### config.mk
export PLATFORM = sky130hd
export DESIGN_NAME = mem_wb_dual_reg_flat
export DESIGN_NICKNAME = d
export VERILOG_FILES = /design/src/rtl/core_pkg.sv /design/src/rtl/mem_wb_dual_reg_if.sv /design/src/rtl/mw_lane_reg.sv /design/src/rtl/mem_wb_dual_reg.sv /design/src/flat_wrapper.sv
export SDC_FILE = /design/constraint.sdc
export NUM_CORES = 1
export LEC_CHECK = 0
export BUFFER_PORTS_ARGS = -buffer_cell sky130_fd_sc_hd__buf_2
export CAP_MARGIN = 20
export CORE_AREA = 8 8 183 185
export DETAILED_ROUTE_END_ITERATION = 8
export DIE_AREA = 0 0 191 193
export MAX_ROUTING_LAYER = met4
export PLACE_DENSITY = 0.69
export SLEW_MARGIN = 20
export SYNTH_ARGS = -nofsm -noshare
export SYNTH_HDL_FRONTEND = slang
export SYNTH_SLANG_ARGS = --single-unit
### constraint.sdc
create_clock -name clk -period 3.5 [get_ports clk]
set_input_delay 0.525 -clock clk [delete_from_list [all_inputs] [get_ports clk]]
set_output_delay 0.525 -clock clk [all_outputs]
set_load 0.01 [all_outputs]
### src/rtl/core_pkg.sv
`default_nettype none
// ============================================================================
// Module      : core_pkg
// Description : Shared MEM->WB lane types and result-select encodings.
//               lane_mw_t bundles every field carried for one instruction
//               across the MEM/WB boundary.
// Revision    : 1.0  initial release
// ============================================================================
package core_pkg;

    // Datapath width carried inside lane_mw_t.
    localparam int unsigned C_XLEN = 32;

    // Result-select encodings used by the writeback mux.
    localparam logic [1:0] RES_ALU = 2'b00;
    localparam logic [1:0] RES_MEM = 2'b01;
    localparam logic [1:0] RES_PC8 = 2'b10;

    typedef struct packed {
        logic              valid;
        logic [C_XLEN-1:0] alu;
        logic [C_XLEN-1:0] rdata;
        logic [C_XLEN-1:0] pc8;
        logic [1:0]        rsrc;
        logic              regwrite;
        logic [4:0]        rd;
    } lane_mw_t;

    // An empty slot: nothing valid, nothing written, every field zero.
    function automatic lane_mw_t bubble();
        lane_mw_t b;
        b      = '0;
        b.rsrc = RES_ALU;
        return b;
    endfunction

endpackage
`default_nettype wire

### src/rtl/mem_wb_dual_reg_if.sv
`default_nettype none
// ============================================================================
// Module      : mem_wb_dual_reg_if
// Description : MEM->WB bus for the dual-lane pipeline register.
//               Inputs : StallW, FlushW, per-lane M-stage fields (Valid,
//                        ALUResult, ReadData, PCPlus8, ResultSrc, RegWrite, Rd)
//               Outputs: per-lane registered W-stage fields, RetireCntW,
//                        RetireNowW
//               master = upstream/observer side, slave = the register.
// Revision    : 1.0  initial release
// ============================================================================
interface mem_wb_dual_reg_if #(
    parameter int XLEN  = 32,
    parameter int CNT_W = 64
);
    logic             StallW;
    logic             FlushW;

    logic             ValidM1,     ValidM2;
    logic [XLEN-1:0]  ALUResultM1, ALUResultM2;
    logic [XLEN-1:0]  ReadDataM1,  ReadDataM2;
    logic [XLEN-1:0]  PCPlus8M1,   PCPlus8M2;
    logic [1:0]       ResultSrcM1, ResultSrcM2;
    logic             RegWriteM1,  RegWriteM2;
    logic [4:0]       RdM1,        RdM2;

    logic             ValidW1,     ValidW2;
    logic [XLEN-1:0]  ALUResultW1, ALUResultW2;
    logic [XLEN-1:0]  ReadDataW1,  ReadDataW2;
    logic [XLEN-1:0]  PCPlus8W1,   PCPlus8W2;
    logic [1:0]       ResultSrcW1, ResultSrcW2;
    logic             RegWriteW1,  RegWriteW2;
    logic [4:0]       RdW1,        RdW2;

    logic [CNT_W-1:0] RetireCntW;
    logic [1:0]       RetireNowW;

    modport master (
        output StallW, FlushW,
        output ValidM1, ALUResultM1, ReadDataM1, PCPlus8M1, ResultSrcM1, RegWriteM1, RdM1,
        output ValidM2, ALUResultM2, ReadDataM2, PCPlus8M2, ResultSrcM2, RegWriteM2, RdM2,
        input  ValidW1, ALUResultW1, ReadDataW1, PCPlus8W1, ResultSrcW1, RegWriteW1, RdW1,
        input  ValidW2, ALUResultW2, ReadDataW2, PCPlus8W2, ResultSrcW2, RegWriteW2, RdW2,
        input  RetireCntW, RetireNowW
    );

    modport slave (
        input  StallW, FlushW,
        input  ValidM1, ALUResultM1, ReadDataM1, PCPlus8M1, ResultSrcM1, RegWriteM1, RdM1,
        input  ValidM2, ALUResultM2, ReadDataM2, PCPlus8M2, ResultSrcM2, RegWriteM2, RdM2,
        output ValidW1, ALUResultW1, ReadDataW1, PCPlus8W1, ResultSrcW1, RegWriteW1, RdW1,
        output ValidW2, ALUResultW2, ReadDataW2, PCPlus8W2, ResultSrcW2, RegWriteW2, RdW2,
        output RetireCntW, RetireNowW
    );
endinterface
`default_nettype wire

### src/rtl/mw_lane_reg.sv
`default_nettype none
// ============================================================================
// Module      : mw_lane_reg
// Description : One MEM->WB lane register.
//               clk, rst : clock, synchronous active-high reset
//               i_stall  : hold the lane
//               i_flush  : load a bubble (wins over i_stall)
//               i_kill   : suppress this lane's register write
//               i_lane   : M-stage fields
//               o_lane   : registered W-stage fields
// Revision    : 1.0  initial release
// ============================================================================
module mw_lane_reg
    import core_pkg::*;
(
    input  logic     clk,
    input  logic     rst,
    input  logic     i_stall,
    input  logic     i_flush,
    input  logic     i_kill,
    input  lane_mw_t i_lane,
    output lane_mw_t o_lane
);

    lane_mw_t r_q;
    lane_mw_t w_d;

    // Only the write enable is qualified; data fields pass through untouched
    // so a killed or invalid slot still shows what the M stage presented.
    always_comb begin
        w_d          = i_lane;
        w_d.regwrite = i_lane.regwrite & i_lane.valid & (i_lane.rd != 5'd0) & ~i_kill;
    end

    always_ff @(posedge clk) begin
        if (rst) begin
            r_q <= bubble();
        end else if (i_flush) begin
            r_q <= bubble();
        end else if (!i_stall) begin
            r_q <= w_d;
        end
    end

    assign o_lane = r_q;

endmodule
`default_nettype wire

### src/rtl/mem_wb_dual_reg.sv
`default_nettype none
// ============================================================================
// Module      : mem_wb_dual_reg
// Description : Dual-lane MEM->WB pipeline register with stall, flush,
//               same-cycle WAW suppression and a retired-instruction counter.
//               clk, rst : clock, synchronous active-high reset
//               bus      : mem_wb_dual_reg_if.slave (M inputs, W outputs,
//                          StallW/FlushW, RetireCntW, RetireNowW)
//               Lane 1 is always the older instruction of the pair.
//               XLEN must equal core_pkg::C_XLEN; CNT_W must be >= 2.
// Revision    : 1.0  initial release
// ============================================================================
module mem_wb_dual_reg
    import core_pkg::*;
#(
    parameter int XLEN  = C_XLEN,
    parameter int CNT_W = 64
) (
    input logic               clk,
    input logic               rst,
    mem_wb_dual_reg_if.slave  bus
);

    lane_mw_t         w_m1, w_m2;
    lane_mw_t         w_w1, w_w2;
    logic             w_kill1;
    logic [1:0]       w_now;
    logic [CNT_W-1:0] r_cnt;

    assign w_m1 = '{valid: bus.ValidM1, alu: bus.ALUResultM1, rdata: bus.ReadDataM1,
                    pc8: bus.PCPlus8M1, rsrc: bus.ResultSrcM1, regwrite: bus.RegWriteM1,
                    rd: bus.RdM1};
    assign w_m2 = '{valid: bus.ValidM2, alu: bus.ALUResultM2, rdata: bus.ReadDataM2,
                    pc8: bus.PCPlus8M2, rsrc: bus.ResultSrcM2, regwrite: bus.RegWriteM2,
                    rd: bus.RdM2};

    // Younger lane 2 owns the register on a same-cycle WAW, so the register
    // file never sees two writes to one register in one cycle.
    assign w_kill1 = bus.ValidM2 & bus.RegWriteM2 & (bus.RdM2 == bus.RdM1);

    mw_lane_reg u_lane1 (
        .clk     (clk),
        .rst     (rst),
        .i_stall (bus.StallW),
        .i_flush (bus.FlushW),
        .i_kill  (w_kill1),
        .i_lane  (w_m1),
        .o_lane  (w_w1)
    );

    mw_lane_reg u_lane2 (
        .clk     (clk),
        .rst     (rst),
        .i_stall (bus.StallW),
        .i_flush (bus.FlushW),
        .i_kill  (1'b0),
        .i_lane  (w_m2),
        .o_lane  (w_w2)
    );

    // Counts what leaves W, not what enters it: a flush does not stop the
    // current occupants from retiring, a stall does.
    assign w_now = bus.StallW ? 2'd0 : ({1'b0, w_w1.valid} + {1'b0, w_w2.valid});

    always_ff @(posedge clk) begin
        if (rst) begin
            r_cnt <= '0;
        end else begin
            r_cnt <= r_cnt + CNT_W'(w_now);
        end
    end

    assign bus.ValidW1     = w_w1.valid;
    assign bus.ALUResultW1 = XLEN'(w_w1.alu);
    assign bus.ReadDataW1  = XLEN'(w_w1.rdata);
    assign bus.PCPlus8W1   = XLEN'(w_w1.pc8);
    assign bus.ResultSrcW1 = w_w1.rsrc;
    assign bus.RegWriteW1  = w_w1.regwrite;
    assign bus.RdW1        = w_w1.rd;

    assign bus.ValidW2     = w_w2.valid;
    assign bus.ALUResultW2 = XLEN'(w_w2.alu);
    assign bus.ReadDataW2  = XLEN'(w_w2.rdata);
    assign bus.PCPlus8W2   = XLEN'(w_w2.pc8);
    assign bus.ResultSrcW2 = w_w2.rsrc;
    assign bus.RegWriteW2  = w_w2.regwrite;
    assign bus.RdW2        = w_w2.rd;

    assign bus.RetireCntW  = r_cnt;
    assign bus.RetireNowW  = w_now;

endmodule
`default_nettype wire

### src/flat_wrapper.sv
// flat-port wrapper written by rule: the top's interface ports become plain ports
module mem_wb_dual_reg_flat import core_pkg::*;
#(
    parameter int XLEN  = C_XLEN,
    parameter int CNT_W = 64
)
  (clk, rst, bus_StallW, bus_FlushW, bus_ValidM1, bus_ALUResultM1, bus_ReadDataM1, bus_PCPlus8M1, bus_ResultSrcM1, bus_RegWriteM1, bus_RdM1, bus_ValidM2, bus_ALUResultM2, bus_ReadDataM2, bus_PCPlus8M2, bus_ResultSrcM2, bus_RegWriteM2, bus_RdM2, bus_ValidW1, bus_ALUResultW1, bus_ReadDataW1, bus_PCPlus8W1, bus_ResultSrcW1, bus_RegWriteW1, bus_RdW1, bus_ValidW2, bus_ALUResultW2, bus_ReadDataW2, bus_PCPlus8W2, bus_ResultSrcW2, bus_RegWriteW2, bus_RdW2, bus_RetireCntW, bus_RetireNowW);
  mem_wb_dual_reg_if #(.XLEN(XLEN), .CNT_W(CNT_W)) bus_i ();
  input logic clk;
  input logic rst;
  input wire logic [$bits(bus_i.StallW)-1:0] bus_StallW;
  input wire logic [$bits(bus_i.FlushW)-1:0] bus_FlushW;
  input wire logic [$bits(bus_i.ValidM1)-1:0] bus_ValidM1;
  input wire logic [$bits(bus_i.ALUResultM1)-1:0] bus_ALUResultM1;
  input wire logic [$bits(bus_i.ReadDataM1)-1:0] bus_ReadDataM1;
  input wire logic [$bits(bus_i.PCPlus8M1)-1:0] bus_PCPlus8M1;
  input wire logic [$bits(bus_i.ResultSrcM1)-1:0] bus_ResultSrcM1;
  input wire logic [$bits(bus_i.RegWriteM1)-1:0] bus_RegWriteM1;
  input wire logic [$bits(bus_i.RdM1)-1:0] bus_RdM1;
  input wire logic [$bits(bus_i.ValidM2)-1:0] bus_ValidM2;
  input wire logic [$bits(bus_i.ALUResultM2)-1:0] bus_ALUResultM2;
  input wire logic [$bits(bus_i.ReadDataM2)-1:0] bus_ReadDataM2;
  input wire logic [$bits(bus_i.PCPlus8M2)-1:0] bus_PCPlus8M2;
  input wire logic [$bits(bus_i.ResultSrcM2)-1:0] bus_ResultSrcM2;
  input wire logic [$bits(bus_i.RegWriteM2)-1:0] bus_RegWriteM2;
  input wire logic [$bits(bus_i.RdM2)-1:0] bus_RdM2;
  output wire logic [$bits(bus_i.ValidW1)-1:0] bus_ValidW1;
  output wire logic [$bits(bus_i.ALUResultW1)-1:0] bus_ALUResultW1;
  output wire logic [$bits(bus_i.ReadDataW1)-1:0] bus_ReadDataW1;
  output wire logic [$bits(bus_i.PCPlus8W1)-1:0] bus_PCPlus8W1;
  output wire logic [$bits(bus_i.ResultSrcW1)-1:0] bus_ResultSrcW1;
  output wire logic [$bits(bus_i.RegWriteW1)-1:0] bus_RegWriteW1;
  output wire logic [$bits(bus_i.RdW1)-1:0] bus_RdW1;
  output wire logic [$bits(bus_i.ValidW2)-1:0] bus_ValidW2;
  output wire logic [$bits(bus_i.ALUResultW2)-1:0] bus_ALUResultW2;
  output wire logic [$bits(bus_i.ReadDataW2)-1:0] bus_ReadDataW2;
  output wire logic [$bits(bus_i.PCPlus8W2)-1:0] bus_PCPlus8W2;
  output wire logic [$bits(bus_i.ResultSrcW2)-1:0] bus_ResultSrcW2;
  output wire logic [$bits(bus_i.RegWriteW2)-1:0] bus_RegWriteW2;
  output wire logic [$bits(bus_i.RdW2)-1:0] bus_RdW2;
  output wire logic [$bits(bus_i.RetireCntW)-1:0] bus_RetireCntW;
  output wire logic [$bits(bus_i.RetireNowW)-1:0] bus_RetireNowW;
  assign bus_i.StallW = bus_StallW;
  assign bus_i.FlushW = bus_FlushW;
  assign bus_i.ValidM1 = bus_ValidM1;
  assign bus_i.ALUResultM1 = bus_ALUResultM1;
  assign bus_i.ReadDataM1 = bus_ReadDataM1;
  assign bus_i.PCPlus8M1 = bus_PCPlus8M1;
  assign bus_i.ResultSrcM1 = bus_ResultSrcM1;
  assign bus_i.RegWriteM1 = bus_RegWriteM1;
  assign bus_i.RdM1 = bus_RdM1;
  assign bus_i.ValidM2 = bus_ValidM2;
  assign bus_i.ALUResultM2 = bus_ALUResultM2;
  assign bus_i.ReadDataM2 = bus_ReadDataM2;
  assign bus_i.PCPlus8M2 = bus_PCPlus8M2;
  assign bus_i.ResultSrcM2 = bus_ResultSrcM2;
  assign bus_i.RegWriteM2 = bus_RegWriteM2;
  assign bus_i.RdM2 = bus_RdM2;
  assign bus_ValidW1 = bus_i.ValidW1;
  assign bus_ALUResultW1 = bus_i.ALUResultW1;
  assign bus_ReadDataW1 = bus_i.ReadDataW1;
  assign bus_PCPlus8W1 = bus_i.PCPlus8W1;
  assign bus_ResultSrcW1 = bus_i.ResultSrcW1;
  assign bus_RegWriteW1 = bus_i.RegWriteW1;
  assign bus_RdW1 = bus_i.RdW1;
  assign bus_ValidW2 = bus_i.ValidW2;
  assign bus_ALUResultW2 = bus_i.ALUResultW2;
  assign bus_ReadDataW2 = bus_i.ReadDataW2;
  assign bus_PCPlus8W2 = bus_i.PCPlus8W2;
  assign bus_ResultSrcW2 = bus_i.ResultSrcW2;
  assign bus_RegWriteW2 = bus_i.RegWriteW2;
  assign bus_RdW2 = bus_i.RdW2;
  assign bus_RetireCntW = bus_i.RetireCntW;
  assign bus_RetireNowW = bus_i.RetireNowW;
  mem_wb_dual_reg #(.XLEN(XLEN), .CNT_W(CNT_W)) u_core (.clk(clk), .rst(rst), .bus(bus_i));
endmodule
## Word level (Yosys, flattened, before mapping)

Cells that the tools add are included.

| storage, ports and cells | value |
|---|---|
| register bits | 274 |
| output and inout bits | 276 |
| word-level logic and storage cells | 29 |

| cells by class | value |
|---|---|
| $add $sub $neg | 2 |
| equality and inequality tests | 1 |
| mux-type cells | 1 |
| bitwise logic cells | 7 |
| reductions and logical operators | 3 |

Operators with widths:

| cell | count |
|---|---|
| adder 64 x 2 -> 64 bit | 1 |
| nonzero test 5 bit | 2 |
| bitwise AND 1 bit | 6 |
| equality test 5 bit | 1 |
| adder 1 x 1 -> 2 bit | 1 |
| 2-to-1 mux 2 bit | 1 |
| OR reduction 2 bit | 1 |
| NOT 1 bit | 1 |

## Longest topological paths before layout

Gate-level depths: netlist (run 1).

| logic depth | value |
|---|---|
| depth in word-level cells | 4 |
| mapped depth | 11 |
| mapped depth without buffers | 9 |

## Modules after synthesis

Synthesis (run 1) repeated with hierarchy kept, for this count alone.

| unflattened totals | value |
|---|---|
| cell total of the unflattened synthesis | 1058 |
| area, all modules | 10651.5 um2 |

By module, submodules not included:

| module | times used | cells an instance | area each (um2) |
|---|---|---|---|
| mw_lane_reg | 2 | 343 | 3762.4 |
| mem_wb_dual_reg | 1 | 372 | 3126.7 |

## Worst setup path before layout (run 1)

No wires, ideal clock.

| timing | value |
|---|---|
| path kind | input-to-reg |
| from | in bus_StallW |
| to | reg u_core.r_cnt[38] (netlist: u_core.bus.RetireCntW[38]) |
| library setup time | 70 ps |
| arrival | 3418 ps |
| slack | 12 ps |
| stages on the path | 11 |
| path buffers | 3 |
| cell sequence | clkbuf_1 > clkbuf_1 > buf_1 > nor2b_1 > ha_1 > inv_1 > fa_1 > nor4_4 > nand3_2 > or4_1 > a21oi_1 |

| on the way | value |
|---|---|
| longest elaborated chain between the ends | 2 |

RTL lines:

| item | RTL line | source |
|---|---|---|
| start, declared | flat_wrapper.sv:11 | `input wire logic [$bits(bus_i.StallW)-1:0] bus_StallW;` |
| 2-to-1 mux 2 bit | mem_wb_dual_reg.sv:63 | `assign w_now = bus.StallW ? 2'd0 : ({1'b0, w_w1.valid} + {1'b0, w_w2.valid});` |
| net bus_RetireNowW[0] | flat_wrapper.sv:42 | `output wire logic [$bits(bus_i.RetireNowW)-1:0] bus_RetireNowW;` |
| adder 64 x 2 -> 64 bit | mem_wb_dual_reg.sv:69 | `r_cnt <= r_cnt + CNT_W'(w_now);` |
| end signal, assigned | mem_wb_dual_reg.sv:69 |  |
| end, declared | mem_wb_dual_reg.sv:28 | `logic [CNT_W-1:0] r_cnt;` |

The timed path passes the listed nets, and every way through them passes these cells.
A chain may end at the register's enable or synchronous reset.

## Worst setup path after layout (run 1)

| timing | value |
|---|---|
| from | reg u_core.u_lane2.r_q (netlist bit u_core.u_lane2.o_lane[104]) |
| to | reg u_core.r_cnt[38] (netlist: u_core.bus.RetireCntW[38]) |

| on the way | value |
|---|---|
| longest elaborated chain between the ends | 3 |

RTL lines:

| item | RTL line | source |
|---|---|---|
| start, declared | mw_lane_reg.sv:25 | `lane_mw_t r_q;` |
| start signal, assigned | mw_lane_reg.sv:37 | `r_q <= bubble();` |
| start signal, assigned | mw_lane_reg.sv:39 | `r_q <= bubble();` |
| start signal, assigned | mw_lane_reg.sv:41 | `r_q <= w_d;` |
| adder 1 x 1 -> 2 bit | mem_wb_dual_reg.sv:63 |  |
| 2-to-1 mux 2 bit | mem_wb_dual_reg.sv:63 |  |
| adder 64 x 2 -> 64 bit | mem_wb_dual_reg.sv:69 |  |

Every way passes these cells.

==> results.yml, run 1 <==
outcome:
  outcome: "finished clean"
global_routing:
  number_of_global_route_vias_before_repair: 9459
  globalRouteOverflowTotal: 0
  grt_antenna_before_repair: 4
  grt_usage: 0.187
  grt_pass1_wl_um: 53500
  grt_start_max_net_pins: 112
logic_synthesis:
  yosys_warnings: 0
  syn_inst: 1070
  yosys-top-cells-area: "sky130_fd_sc_hd__dfxtp_1 52%, sky130_fd_sc_hd__mux2i_1 20%, sky130_fd_sc_hd__nor2_1 9.1%, sky130_fd_sc_hd__xor2_1 1.9%, sky130_fd_sc_hd__clkbuf_1 1.5%"
  predominant_post_synthesis_flop_cell: "sky130_fd_sc_hd__dfxtp_1"
  syn_area_sq_um: 10600
  post_synth_most_frequent_cells: "274 x sky130_fd_sc_hd__dfxtp_1, 256 x sky130_fd_sc_hd__nor2_1, 207 x sky130_fd_sc_hd__mux2i_1, 42 x sky130_fd_sc_hd__clkbuf_1, 30 x sky130_fd_sc_hd__a21oi_1"
  number_of_synthesized_register_bits: 274
  synthArstFlopShare: 0
  synth_seq_area_share: 0.517
  synthDominantCellAreaShare: 0.517
  synth.lib_cells_used.distinct: 40
  synthMostInstantiatedCell: "sky130_fd_sc_hd__dfxtp_1"
  synth-edff-count: 0
  syn_nets: 1288
  synth.avg_cell_area_sq_um: 9.92
  synth_top_cell_by_area: "sky130_fd_sc_hd__dfxtp_1"
finish:
  fillerInstances: 2969
  final_layout_size_suffix_gt1_frac: 0.366
  nNetsFinal: 1760
  multi_input_gate_area_sq_um: 4840
  seq_area_sq_um: 5490
  layout-area-overhead-vs-synth_pct: 36.3
placement:
  port_buffers: 489
  post-dp-hpwl_um: 28100
  placement.setup.worst_slack_ns: 0.389
  globalplace.congestion: 0.847
drt:
  route.antenna.remaining_nets: 0
  drt-pass1-iter-count: 5
  drc_marker_count_from_the_first_detailed_route_iteration: 465
  detail_route.wl_per_cell_um: 18.5
  dr_total_vias: 9576
  vias_per_cell: 4.85
  route.detailed.drc: 0
  totalWireLength_um: 36600
power:
  report.power.total_w: 0.00702
  static-leakage-power_nw: 7.14
  ir_drop_mv: 0.396
  power_per_cell_area_nw_per_um2: 486
setup_path:
  critPathRequiredTime_ns: 3.98
  critical_path_class: "reg -> reg"
  crit_fanout: 8
  worst-endpoint-arrival_ns: 3.58
  timing.critical_path.to_type: "flop"
  crit_path_start_kind: "flop"
sta:
  setup_total_negative_slack_ns: 0
  max-slew-margin-rel: 0.266
  fin_skew_ns: 0.0143
  part_of_the_cycle_the_worst_path_needs: 0.884
  postLayoutSetupSlackWorst_ns: 0.406
  max_clock_freq_mhz: 323
  worstMarginPinSlew_ns: 1.10
  finalWorstPathRequiredPeriod_ns: 3.09
  hold_violations: 0
  timing.final.setup_violations: 0
  max_slew_violation_total_from_the_final_report: 0
  unrepaired_setup_endpoints_after_global_routing: "no"
clock_tree:
  root_buffer: "sky130_fd_sc_hd__clkbuf_16"
  clockBufferDepth: 3
  clock-sinks: 274
  clock_latency_ns: 0.56
  postCtsResizedCells: 0
  cts_inserted_buffers: 31
  clock_tree_from_tritoncts: "yes"
  clk_pin_slew_worst_paths_ns: 0.06
  cts_hold_buf: 0
  htreeDepth: 1
  postCtsSetupBuffers: 0
floorplan:
  pin_count: 490
  die_height_um: 193
  die_width_um: 191
  row_count: 65
  start_util: 0.344
  floorplan.core_area_sq_um: 30800
  die_area_sq_um: 36900
hold_path:
  min_path_type: "in -> reg"
job:
  timing.max_cap.violations: 0
==> cell type report <==
class / instances / share of cell area
sequential: 274 / 0.379
multi-input combinational: 724 / 0.335
timing repair buffer: 499 / 0.177
clock buffer: 41 / 0.0597
tap: 402 / 0.0348
clock inverter: 17 / 0.0105
inverter: 12 / 0.00312
antenna: 5 / 0.000865
==> per-stage QoR <==
| step | hold slack [ns] | util | instance area, sq um | cells |
|---|---|---|---|---|
| after floorplan | 0.486 | - | 10600 | 1070 |
| after global placement | 0.450 | 0.436 | 13400 | 1911 |
| after detailed placement | 0.455 | 0.436 | 13400 | 1911 |
| after CTS | 0.158 | 0.469 | 14400 | 1969 |
| after global routing | 0.171 | 0.469 | 14500 | 1973 |
| final | 0.188 | 0.469 | 14500 | 1974 |
==> flip-flops by register name, summed over array words and instances, names as in the netlist <==
name,cells
u_core.u_lane2.o_lane,105
u_core.bus.RetireCntW,64
u_core.u_lane1.o_lane,105
==> worst max-delay path: stages, from the launching register on <==
cell and delay [ns]:
sky130_fd_sc_hd__dfxtp_1 0.33, sky130_fd_sc_hd__ha_1 0.28, sky130_fd_sc_hd__nor2b_1 0.16, sky130_fd_sc_hd__ha_1 0.19, sky130_fd_sc_hd__inv_1 0.05, sky130_fd_sc_hd__fa_1 0.51
sky130_fd_sc_hd__nor4_4 0.60, sky130_fd_sc_hd__nand3_2 0.24, sky130_fd_sc_hd__or4_1 0.51, sky130_fd_sc_hd__a21oi_1 0.14
==> where the power goes <==
part           internal (W)  total (W)  switching, W
sequential          0.00320    0.00324     0.0000412
clock               0.00188    0.00321       0.00133
combinational      0.000274   0.000577      0.000304
==> cell usage in the layout (no fill, tap or decap), drive strengths merged, types with 9 or more instances in the layout <==
cell and instances:
nor4 9, xnor2 13, xor2 23, or3 12
a21oi 30, nand4 27, buf 499, nand2 26
clkbuf 41, mux2i 207, nor2 257, inv 14
o31ai 11, clkinv 11, nand3 26, o21ai 13
or4 13, and3 9, nor3 11, dfxtp 274
==> routing by layer <==
metal / global-route usage / up-vias / part of all wire
li1: - / 4626 / -
met1: 0.218 / 4487 / 0.39
met2: 0.308 / 391 / 0.49
met3: 0.0489 / 72 / 0.081
met4: 0.0707 / 0 / 0.034
met5: - / - / 0
==> path summary, 6_finish.rpt <==
path,startpoint,to,slack [ns],cells after the start
worst max-delay path,u_core.u_lane2.o_lane[104],u_core.bus.RetireCntW[38],0.41,9
worst min-delay path,bus_PCPlus8M2[11],u_core.u_lane2.o_lane[19],0.19,3
worst max register to register,u_core.u_lane2.o_lane[104],u_core.bus.RetireCntW[38],0.41,9
worst min register to register,u_core.u_lane1.o_lane[5],u_core.u_lane1.o_lane[5],0.46,2
==> cell families after synthesis <==
| kind of cell | after synthesis | synth area share |
|---|---|---|
| compound gates | 59 | 0.0322 |
| xor+xnor | 36 | 0.0297 |
| fa+ha+maj | 4 | 0.00542 |
| buf+inv | 72 | 0.0271 |
| flops | 274 | 0.517 |
| mux | 211 | 0.200 |
| simple gates | 414 | 0.189 |
No activity file was read; power rests on OpenSTA's default activity.
==> run 2, diff against run 1 <==
--- a/config.mk
+++ b/config.mk
@@ -11,7 +11,8 @@
 export DETAILED_ROUTE_END_ITERATION = 8
 export DIE_AREA = 0 0 191 193
 export MAX_ROUTING_LAYER = met4
-export PLACE_DENSITY = 0.69
+export PLACE_DENSITY = 0.75
+export REMOVE_ABC_BUFFERS = 1
 export SLEW_MARGIN = 20
 export SYNTH_ARGS = -nofsm -noshare
 export SYNTH_HDL_FRONTEND = slang
==> run 2 against run 1 <==
Compared with the run above:
- core utilization down 0.22 points
- sequential share of layout area up 0.18 points
- total power down 3.1%
- cell area down 0.47%
- non-clock buffer count unchanged
- clock skew down 0.0040 ns
- highest routed layer unchanged
- first-iteration DRC count up 9.2%
- fmax up 4.2%
- sequential cell count unchanged
- global-route usage down 0.75 points
- sequential power about the same
==> results.yml, run 2 (synthesis results as in run 1) <==
setup_path:
  worst-endpoint-arrival_ns: 3.43
  worstRegToRegCells: 10
  crit_fanout: 8
  crit_start: "u_core.u_lane2.o_lane[104]"
  critical_path_class: "reg -> reg"
  timing.critical_path.to_type: "flop"
  timing.rr.start: "u_core.u_lane2.o_lane[104]"
  crit_path_start_kind: "flop"
  critPathRequiredTime_ns: 3.96
drt:
  route.detailed.drc: 0
  dr_total_vias: 9537
  detail_route.wl_per_cell_um: 17.8
  route.antenna.remaining_nets: 0
  drc_marker_count_from_the_first_detailed_route_iteration: 508
  drt-pass1-iter-count: 4
  vias_per_cell: 4.83
  totalWireLength_um: 35000
clock_tree:
  clock-sinks: 274
  htreeDepth: 1
  clock_latency_ns: 0.54
  cts_inserted_buffers: 30
  clk_pin_slew_worst_paths_ns: 0.06
  postCtsSetupBuffers: 0
  clock_tree_from_tritoncts: "yes"
  clockBufferDepth: 3
  cts_hold_buf: 0
  root_buffer: "sky130_fd_sc_hd__clkbuf_16"
  postCtsResizedCells: 0
finish:
  layout_commonest_cell: "sky130_fd_sc_hd__buf_2"
  nNetsFinal: 1759
  leading_cell_types_in_the_layout_fill_and_taps_excluded: "488 x sky130_fd_sc_hd__buf_2, 274 x sky130_fd_sc_hd__dfxtp_1, 256 x sky130_fd_sc_hd__nor2_1"
  layout-area-overhead-vs-synth_pct: 35.6
  seq_area_sq_um: 5490
  fillerInstances: 2893
  fin_area_sq_um: 14400
  multi_input_gate_area_sq_um: 4840
  final_layout_size_suffix_gt1_frac: 0.358
placement:
  port_buffers: 489
  placement.setup.worst_slack_ns: 0.529
  globalplace.congestion: 0.884
  post-dp-hpwl_um: 26600
  dpl-instance-area_sq_um: 13400
sta:
  timing.final.setup_violations: 0
  max-slew-margin-rel: 0.289
  postLayoutSetupSlackWorst_ns: 0.529
  setup_total_negative_slack_ns: 0
  part_of_the_cycle_the_worst_path_needs: 0.849
  unrepaired_setup_endpoints_after_global_routing: "no"
  max_clock_freq_mhz: 337
  hold_violations: 0
  fin_skew_ns: 0.0103
  finalWorstPathRequiredPeriod_ns: 2.97
  worstMarginPinSlew_ns: 1.07
  max_slew_violation_total_from_the_final_report: 0
floorplan:
  row_count: 65
  start_util: 0.344
  floorplan.core_area_sq_um: 30800
  die_height_um: 193
  pin_count: 490
  die_area_sq_um: 36900
  die_width_um: 191
hold_path:
  min_delay_path_depth: 3
  min_path_type: "in -> reg"
  hold_path_startpoint: "bus_ALUResultM2[24]"
global_routing:
  grt_usage: 0.180
  grt_antenna_before_repair: 6
  grt_pass1_wl_um: 52100
  grt_start_max_net_pins: 136
  globalRouteOverflowTotal: 0
  number_of_global_route_vias_before_repair: 9793
outcome:
  outcome: "finished clean"
power:
  report.power.total_w: 0.00681
  power_per_cell_area_nw_per_um2: 473
  static-leakage-power_nw: 7.10
  ir_drop_mv: 0.400
job:
  timing.max_cap.violations: 0
run 2: layer usage:
layer  vias to the layer above  wire [um]  GRT usage  share of wire
met3                        78       3250     0.0644          0.093
met1                      4438      12800      0.185           0.37
met2                       395      17600      0.309           0.50
met4                         0       1360     0.0749          0.039
li1                       4626          -          -              -
met5                         -          0          -              0
run 2: where the power goes:
| part | internal [W] | total (W) | switching, W |
|---|---|---|---|
| logic | 0.000275 | 0.000573 | 0.000298 |
| registers | 0.00320 | 0.00324 | 0.0000397 |
| clock network | 0.00175 | 0.00299 | 0.00124 |
| total | 0.00522 | 0.00681 | 0.00158 |
run 2: worst paths after layout:
kind | end | slack [ns]
min | u_core.u_lane2.o_lane[96] | 0.20
max | u_core.bus.RetireCntW[56] | 0.53
max reg2reg | u_core.bus.RetireCntW[56] | 0.53
min reg2reg | u_core.u_lane2.o_lane[91] | 0.49
run 2: through the flow:
| stage | cells | hold WS, ns | utilization |
|---|---|---|---|
| 3_5_place_dp | 1911 | 0.478 | 0.436 |
| 5_1_grt | 1973 | 0.192 | 0.467 |
| 6_report | 1973 | 0.203 | 0.467 |
| 3_3_place_gp | 1911 | 0.448 | 0.436 |
| 2_1_floorplan | 1010 | 0.483 | - |
| 4_1_cts | 1967 | 0.179 | 0.466 |
run 2: critical path, cell delays in order (launching register included):
cell                      delay (ns)
sky130_fd_sc_hd__dfxtp_1        0.33
sky130_fd_sc_hd__ha_1           0.28
sky130_fd_sc_hd__nor2b_1        0.19
sky130_fd_sc_hd__ha_1           0.20
sky130_fd_sc_hd__inv_1          0.05
sky130_fd_sc_hd__fa_1           0.52
sky130_fd_sc_hd__nor4_4         0.31
sky130_fd_sc_hd__buf_4          0.19
sky130_fd_sc_hd__nand4_1        0.20
sky130_fd_sc_hd__or4_1          0.47
sky130_fd_sc_hd__a21oi_1        0.15
run 2: cell type report:
class	instances	area share
tap	402	0.0350
inverter	12	0.00313
clock inverter	8	0.00504
timing repair buffer	499	0.179
clock buffer	48	0.0597
multi-input combinational	724	0.336
antenna	6	0.00104
sequential	274	0.381
